<file path="config.mk">
export PLATFORM = sky130hd
export DESIGN_NAME = systolic_ctrl
export DESIGN_NICKNAME = d
export VERILOG_FILES = /design/src/rtl/systolic_pkg.sv /design/src/rtl/systolic_out_tracker.sv /design/src/rtl/systolic_ctrl.sv
export SDC_FILE = /design/constraint.sdc
export NUM_CORES = 1
export LEC_CHECK = 0
export CAP_MARGIN = 20
export CELL_PAD_IN_SITES_DETAIL_PLACEMENT = 1
export CELL_PAD_IN_SITES_GLOBAL_PLACEMENT = 1
export CORE_MARGIN = 2
export CORE_UTILIZATION = 50
export DETAILED_ROUTE_END_ITERATION = 6
export DONT_BUFFER_PORTS = 1
export GPL_TIMING_DRIVEN = 1
export PLACE_DENSITY_LB_ADDON = 0.1
export SYNTH_ARGS = -nofsm -noshare
export SYNTH_HDL_FRONTEND = slang
export SYNTH_SLANG_ARGS = --single-unit
</file>
<file path="constraint.sdc">
create_clock -name clk -period 2.8 [get_ports clk]
set_clock_uncertainty 0.05 [all_clocks]
set_input_delay 0.42 -clock clk [delete_from_list [all_inputs] [get_ports clk]]
set_output_delay 0.42 -clock clk [all_outputs]
set_load 0.01 [all_outputs]
</file>
<file path="src/rtl/systolic_pkg.sv">
// rtl/systolic_pkg.sv - default sizes and FSM state type for the systolic array controller
package systolic_pkg;

  localparam int DEF_N  = 4;
  localparam int DEF_MW = 8;

  typedef enum logic [2:0] {
    IDLE    = 3'd0,
    WLOAD   = 3'd1,
    COMPUTE = 3'd2,
    DRAIN   = 3'd3,
    DONE    = 3'd4
  } state_e;

endpackage

</file>
<file path="src/rtl/systolic_out_tracker.sv">
// rtl/systolic_out_tracker.sv - N-deep {valid,row} delay line marking when bottom-row results emerge
module systolic_out_tracker
  import systolic_pkg::*;
#(
  parameter int N  = DEF_N,
  parameter int MW = DEF_MW
) (
  input  logic          clk,
  input  logic          rst_n,
  input  logic          in_valid,
  input  logic [MW-1:0] in_row,
  output logic          out_valid,
  output logic [MW-1:0] out_row
);

  logic [N-1:0]  valid_q;
  logic [MW-1:0] row_q [N];

  always_ff @(posedge clk or negedge rst_n) begin
    if (!rst_n) begin
      valid_q <= '0;
      for (int i = 0; i < N; i++) row_q[i] <= '0;
    end else begin
      valid_q  <= {valid_q[N-2:0], in_valid};
      row_q[0] <= in_row;
      for (int i = 1; i < N; i++) row_q[i] <= row_q[i-1];
    end
  end

  assign out_valid = valid_q[N-1];
  assign out_row   = row_q[N-1];

endmodule

</file>
<file path="src/rtl/systolic_ctrl.sv">
// rtl/systolic_ctrl.sv - systolic array job sequencer (weight load, compute, drain); SYSTOLIC_CTRL_WREUSE_EN adds keep_weights
module systolic_ctrl
  import systolic_pkg::*;
#(
  parameter int N  = DEF_N,
  parameter int MW = DEF_MW
) (
  input  logic                 clk,
  input  logic                 rst_n,
`ifdef SYSTOLIC_CTRL_WREUSE_EN
  input  logic                 keep_weights,
`endif
  input  logic                 start,
  input  logic [MW-1:0]        num_rows,
  output logic                 busy,
  output logic                 done,
  output logic                 wshift,
  output logic                 pe_en,
  output logic                 mul_en,
  output logic                 adder_en,
  output logic                 w_rd_en,
  output logic [$clog2(N)-1:0] w_rd_addr,
  output logic                 i_rd_en,
  output logic [MW-1:0]        i_rd_addr,
  output logic                 out_valid,
  output logic [MW-1:0]        out_row
);

  localparam int            AW        = $clog2(N);
  localparam logic [MW-1:0] CNT_NLAST = MW'(N - 1);
  localparam logic [AW-1:0] W_LAST    = AW'(N - 1);

  state_e        state_q, state_d;
  logic [MW-1:0] cnt_q, cnt_d;
  logic [MW-1:0] m_q, m_d;
  logic          keep;

  logic          busy_d, done_d, wshift_d, pe_en_d, mul_en_d, adder_en_d;
  logic          w_rd_en_d, i_rd_en_d;
  logic [AW-1:0] w_rd_addr_d;
  logic [MW-1:0] i_rd_addr_d;

`ifdef SYSTOLIC_CTRL_WREUSE_EN
  assign keep = keep_weights;
`else
  assign keep = 1'b0;
`endif

  always_comb begin
    state_d = state_q;
    cnt_d   = cnt_q;
    m_d     = m_q;
    case (state_q)
      IDLE: begin
        if (start) begin
          m_d   = num_rows;
          cnt_d = '0;
          if (num_rows == '0)  state_d = DONE;
          else if (keep)       state_d = COMPUTE;
          else                 state_d = WLOAD;
        end
      end
      WLOAD: begin
        if (cnt_q == CNT_NLAST) begin
          state_d = COMPUTE;
          cnt_d   = '0;
        end else begin
          cnt_d = cnt_q + MW'(1);
        end
      end
      COMPUTE: begin
        // compare against M-1 so M = 2^MW-1 ends without the counter wrapping
        if (cnt_q == m_q - MW'(1)) begin
          state_d = DRAIN;
          cnt_d   = '0;
        end else begin
          cnt_d = cnt_q + MW'(1);
        end
      end
      DRAIN: begin
        if (cnt_q == CNT_NLAST) begin
          state_d = DONE;
          cnt_d   = '0;
        end else begin
          cnt_d = cnt_q + MW'(1);
        end
      end
      DONE: begin
        state_d = IDLE;
        cnt_d   = '0;
      end
      default: begin
        state_d = IDLE;
        cnt_d   = '0;
      end
    endcase
  end

  // Outputs are decoded from the next state and registered alongside it.
  always_comb begin
    busy_d      = (state_d != IDLE);
    done_d      = (state_d == DONE);
    wshift_d    = 1'b0;
    pe_en_d     = 1'b0;
    mul_en_d    = 1'b0;
    adder_en_d  = 1'b0;
    w_rd_en_d   = 1'b0;
    i_rd_en_d   = 1'b0;
    w_rd_addr_d = '0;
    i_rd_addr_d = '0;
    case (state_d)
      WLOAD: begin
        wshift_d    = 1'b1;
        pe_en_d     = 1'b1;
        w_rd_en_d   = 1'b1;
        w_rd_addr_d = W_LAST - cnt_d[AW-1:0];
      end
      COMPUTE: begin
        pe_en_d     = 1'b1;
        mul_en_d    = 1'b1;
        adder_en_d  = 1'b1;
        i_rd_en_d   = 1'b1;
        i_rd_addr_d = cnt_d;
      end
      DRAIN: begin
        pe_en_d    = 1'b1;
        mul_en_d   = 1'b1;
        adder_en_d = 1'b1;
      end
      default: ;
    endcase
  end

  always_ff @(posedge clk or negedge rst_n) begin
    if (!rst_n) begin
      state_q   <= IDLE;
      cnt_q     <= '0;
      m_q       <= '0;
      busy      <= 1'b0;
      done      <= 1'b0;
      wshift    <= 1'b0;
      pe_en     <= 1'b0;
      mul_en    <= 1'b0;
      adder_en  <= 1'b0;
      w_rd_en   <= 1'b0;
      i_rd_en   <= 1'b0;
      w_rd_addr <= '0;
      i_rd_addr <= '0;
    end else begin
      state_q   <= state_d;
      cnt_q     <= cnt_d;
      m_q       <= m_d;
      busy      <= busy_d;
      done      <= done_d;
      wshift    <= wshift_d;
      pe_en     <= pe_en_d;
      mul_en    <= mul_en_d;
      adder_en  <= adder_en_d;
      w_rd_en   <= w_rd_en_d;
      i_rd_en   <= i_rd_en_d;
      w_rd_addr <= w_rd_addr_d;
      i_rd_addr <= i_rd_addr_d;
    end
  end

  systolic_out_tracker #(
    .N  (N),
    .MW (MW)
  ) u_out_tracker (
    .clk       (clk),
    .rst_n     (rst_n),
    .in_valid  (i_rd_en),
    .in_row    (i_rd_addr),
    .out_valid (out_valid),
    .out_row   (out_row)
  );

endmodule

</file>
==> flow_metrics.tcl, run 1 <==
set metrics [dict create \
    status "finished clean" \
    crit_family "compound AO/OA/AOI/OAI gates" \
    crit_path_start_kind "flop" \
    die_h_um 79.7 \
    drtIter0Drc 66 \
    crit_chain "inv_1, ha_1, nand2b_2, a21oi_1, a31oi_1, o2111a_4, a2111oi_4, nor3_1" \
    setup_tns_ps 0 \
    clkPwrFrac_pct 23.9 \
    ant_nets 0 \
    vias 1728 \
    synth_edf_count 0 \
    path_max_fanout 8 \
    viasPerCell 5.68 \
    p_leak_uw 0.00143 \
    crit_arrival_ps 2490 \
    synthCells 231 \
    setup_viol_count_final 0 \
    crit_type "reg2reg" \
    clock_path_buffers 2 \
    overflow 0 \
    avgSynthCellArea_um2 12.4 \
    routabilityCongestion 0.860 \
    drive_gt1_share_pct 15.9 \
    maxCapViolCount 0 \
    slew_violations 0 \
    slowest_stage "dfrtp_1" \
    ys_types 51 \
    ys_ff_latch 71 \
    syn_to_final_growth_pct 6.95 \
    cp_slowest_stage_delay_ps 440 \
    power_density_nw_per_um2 1060 \
    synth_area_um2 2860 \
    core_um2 5510 \
    io_pins 38 \
    cts_tree "yes" \
    fin_area_um2 3060 \
    synth-async-reset-ratio_pct 100 \
    drc_errors 0 \
    max_freq_ghz 0.430 \
    grt_first_pass_wirelength_um 9830 \
    hold_viol 0 \
    pre_cts_ws_ps 487 \
    grt_pass1_vias 1995 \
    clk_pin_slew_worst_paths_ps 70 \
    cts_resized 0 \
    required_ps 2970 \
    row_count 27 \
    ir_drop_uv 513 \
    grt_usage_pct 21.3 \
    cts_buffers 9 \
    io_buffers 0 \
    dieArea_um2 6350 \
    cts.sinks 71 \
    finalCritPeriodShare_pct 83.0 \
    rsz0062_at_grt "false" \
    wl_per_cell_um 19.0 \
    totalPowerFinal_uw 3230 \
    cts_root_buf "clkbuf_8" \
    start_util_pct 52.0 \
    power.switching_uw 1190 \
    fp.dieW_um 79.7 \
    worstSetupEndpointType "flop" \
    p_seq_share_pct 48.5 \
    syn-num-nets 244 \
    comb_power_share_pct 27.6 \
    critPathBufInv 1 \
    fin_crit_ps 2320 \
    hold_buffers 2 \
    place_area_um2 2840 \
    n_antenna_cell 0 \
    hold_class "in2reg" \
    ys_warn_count 0 \
    wl_um 5780 \
    post_cts_buffers 0 \
    grt_max_degree 72 \
    hpwlAfterDp_um 3980 \
    clk_latency_ps 350 \
    tightestPinTransition_ps 585 \
    drtPass1Iterations 4 \
    htree_num_levels 3 \
    fin_ws_ps 475 \
    p_int_uw 2040 \
    relSlewSlack_pct 60.9 \
    ys.flop_type "dfrtp_1" \
    p_sw_share_pct 36.8 \
    nets 241 \
    yosysSeqAreaShare_pct 62.0 \
    grt_antenna_before_repair 0 \
]
==> synth_stat cells, types with 2 or more instances <==
cell type,number,share of area [%]
a21oi_1,17,3.0
o21ai_1,3,0.52
o21ai_0,3,0.52
o21bai_1,2,0.52
a31oi_1,2,0.44
xnor2_1,7,2.1
and2_1,4,0.87
buf_6,2,0.79
a221o_1,2,0.70
ha_1,2,0.87
xor2_1,3,0.92
inv_1,9,1.2
o31ai_1,2,0.52
and4_1,2,0.61
a22oi_1,2,0.52
or3_1,3,0.66
buf_4,12,3.1
clkbuf_1,3,0.39
nand3b_1,2,0.52
nand3_1,4,0.70
nand2_1,19,2.5
nor2_1,5,0.66
or2_2,2,0.44
nor4_1,3,0.66
nor3_1,6,1.0
o211ai_1,2,0.52
nor2b_1,3,0.66
nand2b_1,5,1.1
mux2_2,6,2.4
or2_1,3,0.66
dfrtp_1,71,62
==> state kept, by name (all words and copies together), names as in the netlist, 2 cells and up <==
| signal | flops |
|---|---|
| u_out_tracker.valid_q | 4 |
| w_rd_addr | 2 |
| i_rd_addr | 8 |
| m_q | 8 |
| state_q | 3 |
| u_out_tracker.row_q | 24 |
| u_out_tracker.out_row | 8 |
| cnt_q | 8 |
==> cell families after synthesis <==
kind of cell	share of synthesized area, %
compound gates	11.1
xor+xnor	3.06
fa+ha+maj	0.874
buf+inv	5.68
flops	62.0
mux	2.36
simple gates	14.9
==> final timing paths <==
check                                        start                       end  slack, ps  cells past startpoint
max                                         m_q[0]              w_rd_addr[0]        480                      8
min                                    num_rows[0]                    m_q[0]        150                      2
max reg2reg                                 m_q[0]              w_rd_addr[0]        480                      8
min reg2reg                u_out_tracker.row_q[12]  u_out_tracker.out_row[4]        300                      0
max in group asynchronous                    rst_n                  cnt_q[4]       1860                      2
min in group asynchronous                    rst_n                state_q[2]        570                      2
==> area by class of cell <==
class                      instances  area [um2]
inverter                           9        33.8
clock buffer                       9         124
multi-input combinational        133         925
tap                               72        90.1
clock inverter                     6        61.3
sequential                        71        1780
fill                             562        2440
timing repair buffer               4        52.6
==> power groups by stage <==
stage          clock network (uW)  registers (uW)  logic [uW]
3_3_place_gp                    0            1560         807
3_5_place_dp                    0            1590         856
4_1_cts                       806            1570         897
2_1_floorplan                   0            1470         793
6_report                      772            1570         892
5_1_grt                       843            1610         996
==> routing by layer <==
metal / track usage (%) / up-vias / part of all wire (%)
met3: 8.37 / 11 / 5.6
met4: 7.59 / 0 / 2.2
met1: 23.2 / 893 / 40
met5: 0 / - / 0
met2: 37.4 / 40 / 52
li1: - / 784 / -
==> through the flow <==
step	hold WS [ps]	instances	utilization (%)
2_1_floorplan	74.4	231	-
3_3_place_gp	75.8	287	51.6
3_5_place_dp	75.8	287	51.6
4_1_cts	126	304	55.6
5_1_grt	127	304	55.6
6_report	145	304	55.6
==> worst reg2reg max path, delay by kind of cell, from the launching register on <==
family	cells	cell delay [ps]
and+or+nand+nor	2	340
adders and majority gates	1	300
buffers and inverters	1	80
DFF	1	440
AOI/OAI and AO/OA	4	1000
==> cell usage in the layout, fill, tap and decap left out, drive strengths merged, types with 3 or more instances in the layout <==
cell type  synthesis  layout
clkbuf             3       9
o21ai              7       7
a21oi             17      17
and2               4       4
clkinv             0       3
nor2               5       5
nor3               8       8
nand3              4       4
or2                5       5
mux2               6       6
xor2               3       3
or3                4       4
buf               15       3
inv                9      10
nor2b              3       3
nand2             19      19
xnor2              7       7
nor4               5       5
dfrtp             71      71
nand2b             6       6
No activity file was read; power rests on OpenSTA's default activity.
==> run 2, diff against run 1 <==
--- a/config.mk
+++ b/config.mk
@@ -9,7 +9,7 @@
 export CELL_PAD_IN_SITES_DETAIL_PLACEMENT = 1
 export CELL_PAD_IN_SITES_GLOBAL_PLACEMENT = 1
 export CORE_MARGIN = 2
-export CORE_UTILIZATION = 50
+export CORE_UTILIZATION = 45
 export DETAILED_ROUTE_END_ITERATION = 6
 export DONT_BUFFER_PORTS = 1
 export GPL_TIMING_DRIVEN = 1
==> constraint.sdc (replaced) <==
create_clock -name clk -period 1.9 [get_ports clk]
set_clock_uncertainty 0.05 [all_clocks]
set_input_delay 0.285 -clock clk [delete_from_list [all_inputs] [get_ports clk]]
set_output_delay 0.285 -clock clk [all_outputs]
set_load 0.01 [all_outputs]
==> run 2 against run 1 <==
The run now ends with negative hold slack, negative setup slack left. Highest routed layer unchanged. Largest power group is now combinational logic. Setup slack worse by 550 ps. Critical path depth down 1. Count of clock-buffer cells in the layout up 1.
==> flow_metrics.tcl, run 2 (synthesized netlist as in run 1, its figures left out) <==
set metrics [dict create \
    wl_um 6290 \
    p_seq_share_pct 37.5 \
    drtIter0Drc 47 \
    tightestPinTransition_ps 466 \
    crit_path_start_kind "flop" \
    pre_cts_ws_ps -204 \
    p_int_uw 3790 \
    crit_arrival_ps 2210 \
    n_antenna_cell 0 \
    clk_latency_ps 340 \
    clkPwrFrac_pct 23.1 \
    syn_to_final_growth_pct 23.4 \
    ir_drop_uv 823 \
    cts_root_buf "clkbuf_8" \
    final_util_pct 56.6 \
    required_ps 2130 \
    worstSetupEndpointType "flop" \
    grt_antenna_before_repair 0 \
    cts_buffers 9 \
    overflow 0 \
    r2r_slack_ps -80 \
    start_util_pct 45.9 \
    ff2ff_path_depth 7 \
    grt_pass1_vias 2061 \
    p_sw_share_pct 35.2 \
    io_pins 38 \
    reg2reg_from "m_q[0]" \
    p_leak_uw 0.00164 \
    power_density_nw_per_um2 1650 \
    fin_ws_ps -75.9 \
    wl_per_cell_um 18.3 \
    slew_violations 0 \
    grt_max_degree 72 \
    num-fill-cells 628 \
    hpwlAfterDp_um 4160 \
    hold_class "in2async" \
    clock_path_buffers 2 \
    comb_power_share_pct 39.4 \
    status "finished with violations" \
    ant_nets 0 \
    crit_type "reg2reg" \
    place_area_um2 3050 \
    drive_gt1_share_pct 38.6 \
    nets 275 \
    drc_errors 0 \
    fin_area_um2 3530 \
    seq_area_um2 1780 \
    violations "negative hold slack, negative setup slack" \
    multi_input_area_um2 1090 \
    fp.dieW_um 83.8 \
    io_buffers 0 \
    max_freq_ghz 0.506 \
    core_um2 6240 \
    grt_usage_pct 18.9 \
    grt_first_pass_wirelength_um 10100 \
    r2r_end "cnt_q[0]" \
    viasPerCell 5.34 \
    power.switching_uw 2060 \
    drtPass1Iterations 4 \
    dieArea_um2 7020 \
    vias 1836 \
    rsz0062_at_grt "true" \
    setup_viol_count_final 15 \
    hold_ws_ps -421 \
    regMostFlops "u_out_tracker.row_q" \
    final_cells 344 \
    cts_tree "yes" \
    dp.cells 317 \
    routabilityCongestion 0.793 \
    maxCapViolCount 0 \
    hold_buffers 1 \
    largest_register_ffs 24 \
    clk_pin_slew_worst_paths_ps 70 \
    die_h_um 83.8 \
    hold_viol 71 \
    mostFrequentLayoutCells "dfrtp_1, buf_4, nand2_1" \
    final_common_cell "dfrtp_1" \
    cts.sinks 71 \
    htree_num_levels 3 \
    row_count 29 \
    fin_crit_ps 1980 \
    finalCritPeriodShare_pct 104 \
    path_max_fanout 4 \
    relSlewSlack_pct 68.7 \
]
==> run 2: layer usage <==
layer | GRT usage [%] | share of wire [%] | vias to the layer above
met1 | 20.9 | 40 | 925
met4 | 8.36 | 2.4 | 0
li1 | - | - | 851
met2 | 32.7 | 53 | 45
met5 | 0 | 0 | -
met3 | 6.82 | 4.5 | 15
==> run 2: power groups by stage <==
| stage | logic, uW | registers, uW | clock network (uW) |
|---|---|---|---|
| floorplan | 1210 | 2170 | 0 |
| global placement | 1670 | 2190 | 0 |
| detailed placement | 1740 | 2210 | 0 |
| CTS | 2010 | 2190 | 1380 |
| global route | 2480 | 2250 | 1460 |
| finish | 2300 | 2190 | 1350 |
==> run 2: final cells by class <==
type | count | share of cell area [%]
sequential | 71 | 50.4
tap | 77 | 2.73
clock buffer | 10 | 3.89
inverter | 9 | 0.956
clock inverter | 6 | 2.65
multi-input combinational | 133 | 30.7
timing repair buffer | 38 | 8.67
==> run 2: worst max-delay path by stage <==
stage | from | to | slack, ps | depth (start not counted)
floorplan | m_q[0] | i_rd_en | -30 | 9
global placement | cnt_q[0] | w_rd_addr[0] | -60 | 6
detailed placement | m_q[2] | cnt_q[0] | -200 | 6
CTS | m_q[2] | cnt_q[0] | -90 | 7
global route | m_q[0] | cnt_q[5] | -180 | 7
finish | m_q[0] | cnt_q[0] | -80 | 7
==> run 2: what timing repair did <==
item	4_1_cts	5_1_grt
hold endpoints to repair	72	71
setup endpoints to repair	22	22
setup buffers	7	3
gates resized for setup	17	22
pin swaps	9	20
==> run 2: stage by stage <==
| step | setup TNS [ps] | total power [uW] |
|---|---|---|
| after floorplan | -68.3 | 3380 |
| after global placement | -217 | 3860 |
| after detailed placement | -1790 | 3950 |
| after CTS | -793 | 5580 |
| after global routing | -2430 | 6190 |
| final | -494 | 5840 |
==> run 2: worst max-delay path, cell delays in order (launching register included) <==
cell and delay [ps]:
dfrtp_1 410, buf_6 140, or2_4 270, a21oi_2 140, o31a_1 190, nand2_2 110
a2111oi_4 430, or2_1 160
==> run 3, diff against run 2 <==
--- a/config.mk
+++ b/config.mk
@@ -5,15 +5,17 @@
 export SDC_FILE = /design/constraint.sdc
 export NUM_CORES = 1
 export LEC_CHECK = 0
+export ABC_AREA = 1
 export CAP_MARGIN = 20
 export CELL_PAD_IN_SITES_DETAIL_PLACEMENT = 1
 export CELL_PAD_IN_SITES_GLOBAL_PLACEMENT = 1
 export CORE_MARGIN = 2
-export CORE_UTILIZATION = 45
+export CORE_UTILIZATION = 43
 export DETAILED_ROUTE_END_ITERATION = 6
 export DONT_BUFFER_PORTS = 1
 export GPL_TIMING_DRIVEN = 1
 export PLACE_DENSITY_LB_ADDON = 0.1
+export SETUP_SLACK_MARGIN = 0.4
 export SYNTH_ARGS = -nofsm -noshare
 export SYNTH_HDL_FRONTEND = slang
 export SYNTH_SLANG_ARGS = --single-unit
==> run 3 against run 2 <==
The run ends with negative hold slack left. Power is 8.9% lower. Design area is 6.1% lower. Sequential share of layout area up 3.2 points. Non-clock buffer count shrank 21. Fmax rose by 12%. Sequential power down 2%. Via count down 1.1%. Final cell count is 8.4% higher.
==> flow_metrics.tcl, run 3 <==
set metrics [dict create \
    status "finished with violations" \
    n_antenna_cell 0 \
    overflow 0 \
    grt_pass1_vias 1935 \
    power_density_nw_per_um2 1600 \
    tightestPinTransition_ps 406 \
    drc_errors 0 \
    hold_class "in2async" \
    hold_viol 71 \
    nets 304 \
    hpwlAfterDp_um 3810 \
    num-fill-cells 697 \
    slowest_stage "dfrtp_2" \
    drtPass1Iterations 4 \
    htree_num_levels 3 \
    routabilityCongestion 0.818 \
    synth_xor_area_share_pct 2.20 \
    ys_ff_latch 71 \
    cts_buffers 9 \
    grt_antenna_before_repair 0 \
    synth_common_cells "dfrtp_1, nand2_1, inv_1, nand3_1, nor2_1" \
    synth_area_leaders "dfrtp_1, nand2_1, inv_1, nand3_1, buf_4" \
    wl_per_cell_um 15.0 \
    ant_nets 0 \
    vias 1816 \
    synth_compound_area_share_pct 3.42 \
    wl_um 5590 \
    drive_gt1_share_pct 28.4 \
    ir_drop_uv 793 \
    p_leak_uw 0.00172 \
    synthMuxAreaShare_pct 0 \
    setup_tns_ps 0 \
    viasPerCell 4.87 \
    ys_warn_count 0 \
    rsz0062_at_grt "true" \
    ys_types 25 \
    final_common_cell "dfrtp_1" \
    setup_viol_count_final 0 \
    place_area_um2 2880 \
    yosys.area.top_type_share_pct 63.8 \
    seq_area_um2 1780 \
    hold_buffers 2 \
    drtIter0Drc 67 \
    synth-async-reset-ratio_pct 100 \
    violations "negative hold slack" \
    io_pins 38 \
    clk_pin_slew_worst_paths_ps 90 \
    cts.sinks 71 \
    max_freq_ghz 0.567 \
    mostFrequentLayoutCells "dfrtp_1, nand2_1, inv_1" \
    syn_to_final_growth_pct 19.2 \
    relSlewSlack_pct 72.7 \
    fp.dieW_um 84.5 \
    regMostFlops "u_out_tracker.row_q" \
    dieArea_um2 7130 \
    synth_edf_count 0 \
    fin_area_um2 3320 \
    fin_ws_ps 137 \
    grt_first_pass_wirelength_um 9410 \
    dp.cells 345 \
    avgSynthCellArea_um2 10.1 \
    cp_slowest_stage_delay_ps 460 \
    final_cells 373 \
    largest_register_ffs 24 \
    worstSetupEndpointType "flop" \
    synth_fa_ha_area_share_pct 0.899 \
    clock_path_buffers 2 \
    io_buffers 0 \
    maxCapViolCount 0 \
    grt_usage_pct 17.2 \
    cts_tree "yes" \
    ys.flop_type "dfrtp_1" \
    cts_root_buf "clkbuf_8" \
    multi_input_area_um2 916 \
    synthCells 275 \
    grt_max_degree 72 \
    core_um2 6310 \
    crit_path_start_kind "flop" \
    syn-num-nets 288 \
    crit_type "reg2reg" \
    start_util_pct 44.1 \
    slew_violations 0 \
    yosys.area_share.simple_pct 20.9 \
    synth_top_cell_by_area "dfrtp_1" \
    row_count 29 \
    synth_area_um2 2780 \
    required_ps 2130 \
    synth.most_common_cell "dfrtp_1" \
    crit_chain "inv_1, nand2_1, nor2_2, inv_1, nand3_1, nand2_2, nor2_4, nand2_4, nand3_4, nand3_2, nor2_2" \
    path_max_fanout 8 \
    final_util_pct 52.6 \
    fin_crit_ps 1760 \
    pre_cts_ws_ps 96.6 \
    yosysSeqAreaShare_pct 63.8 \
    die_h_um 84.5 \
    hold_ws_ps -423 \
    finalCritPeriodShare_pct 92.8 \
    crit_arrival_ps 1990 \
    clk_latency_ps 350 \
    synth_top_family_by_area "simple AND/OR/NAND/NOR gates" \
]
==> run 3: changes by cell type after synthesis, sizes merged, moves of 5 or more <==
cell    before  now
nand3        4   25
xnor2        7    1
a21oi       17    0
nor2         5   23
nand2b       6    0
mux2         6    0
inv          9   42
nor3         8    3
nand2       19   66
==> run 3: final timing paths <==
| check | slack [ps] | depth (start not counted) | start | to |
|---|---|---|---|---|
| worst max-delay path | 140 | 11 | m_q[2] | w_rd_addr[1] |
| worst min-delay path | -420 | 0 | rst_n | cnt_q[2] |
| worst max register to register | 140 | 11 | m_q[2] | w_rd_addr[1] |
| worst min register to register | 300 | 0 | u_out_tracker.row_q[14] | u_out_tracker.out_row[6] |
| max in group asynchronous | 2110 | 0 | rst_n | m_q[6] |
| min in group clk | 20 | 2 | num_rows[3] | m_q[3] |
==> run 3: layer usage <==
| layer | GRT usage [%] | wire [um] |
|---|---|---|
| met5 | 0 | 0 |
| met3 | 5.51 | 241 |
| met4 | 6.06 | 76 |
| met1 | 22.5 | 2540 |
| met2 | 27.3 | 2740 |
==> run 3: timing repair <==
item	in CTS	in global routing
setup endpoints to repair	25	29
gates resized for setup	9	30
hold endpoints to repair	73	71
buffers inserted	4	6
cloned	0	0
pin swaps	5	12
==> run 3: kinds of logic (layout without fill, tap and decap cells) <==
| group | Yosys count | after routing |
|---|---|---|
| AO/OA/AOI/OAI | 16 | 16 |
| adder cells (fa/ha/maj) | 2 | 2 |
| buffers and inverters | 55 | 76 |
| flip-flops | 71 | 71 |
| XOR/XNOR | 7 | 7 |
| AND/OR/NAND/NOR | 124 | 124 |
==> run 3: area by class of cell <==
class	instances	area share (%)
flip-flops and latches	71	53.6
multi-input cells	149	27.6
inverters	43	4.94
clock buffers	10	4.15
repair buffers	17	4.00
well taps	77	2.90
clock inverters	6	2.79
==> run 3: stage by stage <==
stage,power [uW],hold slack (ps)
after floorplan,3240,-60.6
after global placement,3560,-59.3
after detailed placement,3610,-59.2
after CTS,5110,-441
after global routing,5700,-444
final,5320,-423
==> run 3: where the power goes <==
group	internal (uW)	switching (uW)
logic	698	1110
registers	1850	297
clock network	781	583
total	3330	1990
==> run 3: critical path: cells and delay by family, from the launching register on <==
kind | cells | cell delay, ps
AND/OR/NAND/NOR | 9 | 920
flip-flops | 1 | 460
buffers and inverters | 2 | 240
